==> src/rtl/lsu_unit.sv <==
`default_nettype none
// +----------------------------------------------------------------------------+
// | lsu_unit : load/store unit driving a word-wide req/gnt/rvalid memory port.   |
// | Optional LSU_MISALIGN_TRAP_EN: misaligned H/W accesses skip memory and flag  |
// | Misaligned together with Done.                                               |
// | Revision : 1.0                                                               |
// +----------------------------------------------------------------------------+
module lsu_unit #(
    parameter int DATA_WIDTH    = 32,
    parameter int FUNCT3_LENGTH = 3
) (
    input  logic                     clk,
    input  logic                     rst_n,
    input  logic                     MemRead,
    input  logic                     MemWrite,
    input  logic [FUNCT3_LENGTH-1:0] Funct3,
    input  logic [DATA_WIDTH-1:0]    ALUResult,
    input  logic [DATA_WIDTH-1:0]    WriteData,
    output logic [DATA_WIDTH-1:0]    ReadData,
    output logic                     Done,
    output logic                     Stall,
    output logic                     mem_req,
    output logic                     mem_we,
    output logic [DATA_WIDTH-1:0]    mem_addr,
    output logic [3:0]               mem_be,
    output logic [DATA_WIDTH-1:0]    mem_wdata,
    input  logic                     mem_gnt,
    input  logic                     mem_rvalid,
    input  logic [DATA_WIDTH-1:0]    mem_rdata,
    output logic                     Misaligned
);

    typedef enum logic [1:0] {
        IDLE = 2'd0,
        REQ  = 2'd1,
        WAIT = 2'd2,
        DONE = 2'd3
    } state_e;

    state_e                   state_q;
    logic [FUNCT3_LENGTH-1:0] funct3_q;
    logic [1:0]               offset_q;
    logic [DATA_WIDTH-1:0]    read_data_q;
    logic                     done_q;
    logic                     mem_req_q;
    logic                     mem_we_q;
    logic [DATA_WIDTH-1:0]    mem_addr_q;
    logic [3:0]               mem_be_q;
    logic [DATA_WIDTH-1:0]    mem_wdata_q;

    logic                     req_valid;
    logic                     req_store;
    logic                     req_supported;
    logic                     req_misaligned;
    logic [3:0]               req_be;
    logic [DATA_WIDTH-1:0]    req_wdata;

    assign req_valid = MemRead | MemWrite;
    assign req_store = MemWrite & ~MemRead;

    // Lane placement for the incoming request; loads share the store byte-enable pattern.
    always_comb begin
        req_supported = 1'b0;
        case (Funct3)
            3'b000, 3'b001, 3'b010, 3'b100, 3'b101: req_supported = 1'b1;
            default:                                req_supported = 1'b0;
        endcase

        req_be    = 4'b1111;
        req_wdata = WriteData;
        case (Funct3[1:0])
            2'b00: begin
                req_be    = 4'b0001 << ALUResult[1:0];
                req_wdata = {4{WriteData[7:0]}};
            end
            2'b01: begin
                req_be    = 4'b0011 << {ALUResult[1], 1'b0};
                req_wdata = {2{WriteData[15:0]}};
            end
            default: begin
                req_be    = 4'b1111;
                req_wdata = WriteData;
            end
        endcase
        if (!req_store) begin
            req_wdata = '0;
        end
    end

`ifdef LSU_MISALIGN_TRAP_EN
    logic misaligned_q;

    assign req_misaligned = req_supported &&
                            (((Funct3[1:0] == 2'b01) && ALUResult[0]) ||
                             ((Funct3[1:0] == 2'b10) && (ALUResult[1:0] != 2'b00)));
    assign Misaligned     = misaligned_q;
`else
    assign req_misaligned = 1'b0;
    assign Misaligned     = 1'b0;
`endif

    function automatic logic [DATA_WIDTH-1:0] extend_load(
        input logic [FUNCT3_LENGTH-1:0] f3,
        input logic [1:0]               offset,
        input logic [DATA_WIDTH-1:0]    word
    );
        logic [7:0]            lane_b;
        logic [15:0]           lane_h;
        logic [DATA_WIDTH-1:0] result;
        lane_b = word[{offset, 3'b000} +: 8];
        lane_h = offset[1] ? word[31:16] : word[15:0];
        case (f3[1:0])
            2'b00:   result = f3[2] ? {{(DATA_WIDTH-8){1'b0}}, lane_b}
                                    : {{(DATA_WIDTH-8){lane_b[7]}}, lane_b};
            2'b01:   result = f3[2] ? {{(DATA_WIDTH-16){1'b0}}, lane_h}
                                    : {{(DATA_WIDTH-16){lane_h[15]}}, lane_h};
            default: result = word;
        endcase
        return result;
    endfunction

    always_ff @(posedge clk or negedge rst_n) begin
        if (!rst_n) begin
            state_q     <= IDLE;
            funct3_q    <= '0;
            offset_q    <= '0;
            read_data_q <= '0;
            done_q      <= 1'b0;
            mem_req_q   <= 1'b0;
            mem_we_q    <= 1'b0;
            mem_addr_q  <= '0;
            mem_be_q    <= '0;
            mem_wdata_q <= '0;
`ifdef LSU_MISALIGN_TRAP_EN
            misaligned_q <= 1'b0;
`endif
        end else begin
            case (state_q)
                IDLE: begin
                    if (req_valid) begin
                        funct3_q    <= Funct3;
                        offset_q    <= ALUResult[1:0];
                        mem_we_q    <= req_store;
                        mem_addr_q  <= {ALUResult[DATA_WIDTH-1:2], 2'b00};
                        mem_be_q    <= req_be;
                        mem_wdata_q <= req_wdata;
                        // Unsupported sizes and trapped misalignments finish without touching memory.
                        if (!req_supported || req_misaligned) begin
                            state_q     <= DONE;
                            done_q      <= 1'b1;
                            read_data_q <= '0;
`ifdef LSU_MISALIGN_TRAP_EN
                            misaligned_q <= req_misaligned;
`endif
                        end else begin
                            state_q   <= REQ;
                            mem_req_q <= 1'b1;
                        end
                    end
                end
                REQ: begin
                    if (mem_gnt) begin
                        mem_req_q <= 1'b0;
                        if (mem_we_q) begin
                            state_q <= DONE;
                            done_q  <= 1'b1;
                        end else if (mem_rvalid) begin
                            read_data_q <= extend_load(funct3_q, offset_q, mem_rdata);
                            state_q     <= DONE;
                            done_q      <= 1'b1;
                        end else begin
                            state_q <= WAIT;
                        end
                    end
                end
                WAIT: begin
                    if (mem_rvalid) begin
                        read_data_q <= extend_load(funct3_q, offset_q, mem_rdata);
                        state_q     <= DONE;
                        done_q      <= 1'b1;
                    end
                end
                DONE: begin
                    done_q  <= 1'b0;
                    state_q <= IDLE;
`ifdef LSU_MISALIGN_TRAP_EN
                    misaligned_q <= 1'b0;
`endif
                end
                default: begin
                    state_q   <= IDLE;
                    done_q    <= 1'b0;
                    mem_req_q <= 1'b0;
                end
            endcase
        end
    end

    assign Stall     = ((state_q == IDLE) && req_valid) || (state_q == REQ) || (state_q == WAIT);
    assign ReadData  = read_data_q;
    assign Done      = done_q;
    assign mem_req   = mem_req_q;
    assign mem_we    = mem_we_q;
    assign mem_addr  = mem_addr_q;
    assign mem_be    = mem_be_q;
    assign mem_wdata = mem_wdata_q;

endmodule
`default_nettype wire

==> config.mk <==
export PLATFORM = sky130hd
export DESIGN_NAME = lsu_unit
export DESIGN_NICKNAME = d
export VERILOG_FILES = /design/src/rtl/lsu_unit.sv
export SDC_FILE = /design/constraint.sdc
export NUM_CORES = 1
export LEC_CHECK = 0
export ABC_CLOCK_PERIOD_IN_PS = 3000
export CAP_MARGIN = 10
export CORE_ASPECT_RATIO = 2
export CORE_MARGIN = 2
export CORE_UTILIZATION = 30
export DETAILED_ROUTE_END_ITERATION = 12
export MAX_ROUTING_LAYER = met4
export PLACE_DENSITY = 0.62
export SYNTH_ARGS = -nofsm -noshare
export SYNTH_HDL_FRONTEND = slang
export SYNTH_SLANG_ARGS = --single-unit
export TNS_END_PERCENT = 1
==> constraint.sdc <==
create_clock -name clk -period 3 [get_ports clk]
set_clock_uncertainty 0.1 [all_clocks]
set_input_delay 0.9 -clock clk [delete_from_list [all_inputs] [get_ports clk]]
set_output_delay 0.9 -clock clk [all_outputs]
set_load 0.005 [all_outputs]
==> qor.log, run 1 <==
qor: setup_path.cpPeakStageDelay 0.49 ns
qor: cts.htree_num_levels 3
qor: placed_design.numPortBuffers 206
qor: power_and_ir_drop.power_switching_share 35.5%
qor: logic_synthesis.synth_ff_type sky130_fd_sc_hd__dfrtp_1
qor: floorplanning.floorplan.die.height 190 um
qor: cts.cts_inserted_buffers 9
qor: power_and_ir_drop.total_power_consumption 7.67 mW
qor: power_and_ir_drop.p_leak 3.28 nW
qor: floorplanning.dieWidth 97.1 um
qor: routing.postRouteAntennaNets 0
qor: global_routing.global_route.usage.total 16.8%
qor: setup_path.worst-path-max-fanout 7
qor: power_and_ir_drop.clock_power_share 15.0%
qor: cts.worst_setup_hold_path_clk_slew 0.08 ns
qor: sta.setup_violations 0
qor: logic_synthesis.post_synth_instance_area 5200 sq um
qor: routing.remaining_drc_errors 0
qor: power_and_ir_drop.p_comb_share 52.1%
qor: logic_synthesis.yosysTopAreaCell sky130_fd_sc_hd__dfrtp_1
qor: logic_synthesis.synth-simple-area-share 9.48%
qor: routing.drt-initial-drc-count 180
qor: routing.final_routed_wire_length_divided_by_cell_count 16.9 um
qor: setup_path.timing.critical_path.required 2.00 ns
qor: global_routing.initial_antenna_violation_count 1
qor: logic_synthesis.synth_xor_area_share 0%
qor: placed_design.inst_count_dp 884
qor: placed_design.dp_slack -0.0621 ns
qor: sta.grt_setup_unrepaired no
qor: routing.detailedRoute.firstPassIterationCount 4
qor: sta.slew_violations 0
qor: logic_synthesis.synth_warnings 0
qor: floorplanning.initial_core_util 30.4%
qor: setup_path.count_of_cell_instances_traversed_by_the_critical_path 5
qor: status.run_status completed
qor: cells_and_area.syn_to_final_growth 50.2%
qor: floorplanning.floorplan.die_area 18500 sq um
qor: sta.hold_viol_final 0
qor: cells_and_area.final.fill_count 1634
qor: placed_design.gpl.final_weighted_congestion 0.805
qor: setup_path.r2r_slack 0.49 ns
qor: sta.max-slew-margin-rel 23.2%
qor: logic_synthesis.netlist_instances 484
qor: setup_path.timing.critical_path.buf_inv 2
qor: setup_path.crit-reg2reg-launch state_q[0]$_DFFE_PN0P_
qor: routing.routed_wirelength 15200 um
qor: setup_path.end_kind output port
qor: hold_path.hp-class input pin to asynchronous set/reset pin
qor: power_and_ir_drop.p_int 4.95 mW
qor: setup_path.worst_setup_path_start_kind register
qor: logic_synthesis.netlist_top_cells_area sky130_fd_sc_hd__dfrtp_1 52%, sky130_fd_sc_hd__mux2_2 10%, sky130_fd_sc_hd__o21ai_0 7.8%
qor: floorplanning.floorplan.core_area 17100 sq um
qor: placed_design.post_place_cell_area 7520 sq um
qor: setup_path.worst_r2r_path_depth 5
qor: cells_and_area.post-route-cell-area 7810 sq um
qor: logic_synthesis.synth_cell_types 44
qor: setup_path.worst_path_cell_with_the_longest_stage_delay sky130_fd_sc_hd__clkdlybuf4s50_1
qor: setup_path.r2r-end ReadData[21]$_DFFE_PN0P_
qor: logic_synthesis.ys_seq_area_share 52.0%
qor: sta.finalWorstPathRequiredPeriod 2.87 ns
qor: placed_design.post-dp-hpwl 11200 um
qor: sta.timing_worst_slew_pin_value 1.15 ns
qor: power_and_ir_drop.power.density_cell_area 983 nW/um^2
qor: power_and_ir_drop.share_seq_of_total_power 32.9%
qor: sta.post-route-period-util 95.8%
qor: sta.fmax 348 MHz
qor: global_routing.grt_max_degree 78
qor: cts.post_cts.repair.setup_buffers 0
qor: setup_path.cp_data_arrival_time 1.87 ns
qor: setup_path.crit_family buffers and inverters
qor: cts.clock_tree_from_tritoncts yes
qor: logic_synthesis.synth_area_per_cell 10.7 sq um
qor: global_routing.grt_overflow_total 0
qor: floorplanning.top_level_i_o_count 210
qor: job.drv_cap 0
qor: cells_and_area.layoutNonFillerInstCount 901
qor: sta.setup-tns-final 0 ns
qor: global_routing.first_global_vias 4629
qor: cells_and_area.layout.cells.most_common_list 203 x sky130_fd_sc_hd__clkdlybuf4s50_1, 108 x sky130_fd_sc_hd__dfrtp_1, 81 x sky130_fd_sc_hd__o21ai_0
qor: cts.root_buffer sky130_fd_sc_hd__clkbuf_16
qor: cts.clock_sinks 108
qor: routing.route.vias.total 4472
qor: setup_path.worst_path_cell_trace inv_1 > ha_1 > nor2_1 > nand2_1 > clkdlybuf4s50_1
qor: logic_synthesis.synth_mux_area_share 14.7%
qor: setup_path.critPathKind register to output port
qor: sta.postLayoutSetupSlackWorst 0.126 ns
qor: logic_synthesis.synth-compound-area-share 17.8%
qor: cts.ctsLongestPathBuffers 2
qor: logic_synthesis.synth-edff-count 0
qor: logic_synthesis.synth_adder_area_share 1.20%
qor: logic_synthesis.synth_top_family_by_area compound AO/OA/AOI/OAI gates
qor: power_and_ir_drop.p_sw 2.73 mW
qor: routing.drt-vias-per-instance 4.96
qor: power_and_ir_drop.power.ir.vdd_worst 0.000819 V
qor: cells_and_area.final_nets 795
qor: cts.clk_latency 0.34 ns
qor: logic_synthesis.ys_async_sr_fraction 100%
qor: logic_synthesis.synth_top_area_share 52.0%
qor: logic_synthesis.synth.ff_latch_count 108
qor: global_routing.grt_first_pass_wirelength 24300 um
qor: cells_and_area.layout.cells.most_common sky130_fd_sc_hd__clkdlybuf4s50_1
qor: cells_and_area.drive_above_1_share 13.6%
qor: floorplanning.core.rowCount 68
qor: cts.hold_buffers 0
## area by class of cell
| class | instances | area (sq um) | area share [%] |
|---|---|---|---|
| sequential | 108 | 2700 | 34.6 |
| clock buffer | 11 | 243 | 3.11 |
| tap | 210 | 263 | 3.36 |
| multi-input combinational | 324 | 2270 | 29.0 |
| antenna | 1 | 2.50 | 0.0320 |
| inverter | 17 | 63.8 | 0.817 |
| clock inverter | 5 | 43.8 | 0.561 |
| timing repair buffer | 225 | 2220 | 28.5 |
## worst register-to-register path, stage by stage, from the launching register on
cell and delay, ns:
sky130_fd_sc_hd__dfrtp_1 0.42, sky130_fd_sc_hd__inv_1 0.15, sky130_fd_sc_hd__ha_2 0.37, sky130_fd_sc_hd__buf_4 0.21, sky130_fd_sc_hd__a211oi_2 0.93, sky130_fd_sc_hd__o31ai_1 0.17
## synth_stat cells, drive strengths merged, types with 2 or more instances
cell      n
a211oi    2
a21oi     6
a22o      9
a31oi     8
a32oi     6
buf      14
clkbuf   23
dfrtp   108
ha        5
inv      17
mux2     51
mux2i    17
nand2    35
nand2b    9
nor2     26
nor2b    18
nor3      3
nor3b     3
o211ai    6
o21a      2
o21ai    83
o22ai     2
o31ai    18
or3       2
## flip-flops by register name, summed over array words and instances, names as in the netlist
register / flops
mem_addr: 30
offset_q: 2
mem_req: 1
mem_wdata: 32
mem_be: 4
ReadData: 32
funct3_q: 3
mem_we: 1
Done: 1
state_q: 2
## routing by layer
layer | part of all wire [%] | global-route usage, % | routed length, um | up-vias
li1 | - | - | - | 2115
met5 | 0 | - | 0 | -
met4 | 1.1 | 4.17 | 168 | 0
met2 | 48 | 26.6 | 7220 | 186
met3 | 7.7 | 4.30 | 1180 | 10
met1 | 44 | 21.6 | 6630 | 2161
## power groups by stage
stage / Clock [mW] / Sequential, mW / Combinational (mW)
2_1_floorplan: 0 / 2.51 / 2.10
3_3_place_gp: 0 / 2.53 / 3.95
3_5_place_dp: 0 / 2.55 / 4.01
4_1_cts: 1.19 / 2.53 / 4.03
5_1_grt: 1.26 / 2.62 / 4.37
6_report: 1.15 / 2.52 / 4.00
## cells by family after synthesis
family / after synthesis
other cells: 1
mux: 68
simple gates: 100
buf+inv: 54
compound gates: 148
flops: 108
fa+ha+maj: 5
## metrics by stage
stage / utilization [%] / hold WS [ns]
finish: 45.7 / 0.372
global route: 45.7 / 0.383
CTS: 45.6 / 0.373
detailed placement: 44.0 / 0.370
global placement: 44.0 / 0.361
floorplan: - / 0.373
## worst max path at each step
stage / slack, ns / startpoint / end
floorplan: 0.11 / MemWrite / Stall
global placement: -0.06 / MemWrite / Stall
detailed placement: -0.06 / MemWrite / Stall
CTS: 0.07 / state_q[0]$_DFFE_PN0P_ / Stall
global route: 0.01 / state_q[1]$_DFFE_PN0P_ / Stall
finish: 0.13 / state_q[1]$_DFFE_PN0P_ / Stall
## timing repair
action / in CTS / in global routing
setup endpoints to repair: 1 / 1
pin swaps: 0 / 0
resized for setup: 2 / 1
hold endpoints to repair: 0 / 0
Note: power is estimated with default switching activity, not from simulation.
==> inputs of run 2 (changes only) <==
--- a/config.mk
+++ b/config.mk
@@ -13,6 +13,7 @@
 export DETAILED_ROUTE_END_ITERATION = 12
 export MAX_ROUTING_LAYER = met4
 export PLACE_DENSITY = 0.62
+export SKIP_LAST_GASP = 1
 export SYNTH_ARGS = -nofsm -noshare
 export SYNTH_HDL_FRONTEND = slang
 export SYNTH_SLANG_ARGS = --single-unit
==> results of run 2 <==
The final DEF is identical to that of run 1; final timing and power are the same.
==> inputs of run 3 (changes only) <==
--- a/config.mk
+++ b/config.mk
@@ -17,4 +17,4 @@
 export SYNTH_ARGS = -nofsm -noshare
 export SYNTH_HDL_FRONTEND = slang
 export SYNTH_SLANG_ARGS = --single-unit
-export TNS_END_PERCENT = 1
+export TNS_END_PERCENT = 5
==> results of run 3 <==
The final DEF is identical to that of run 1; final timing and power are the same.
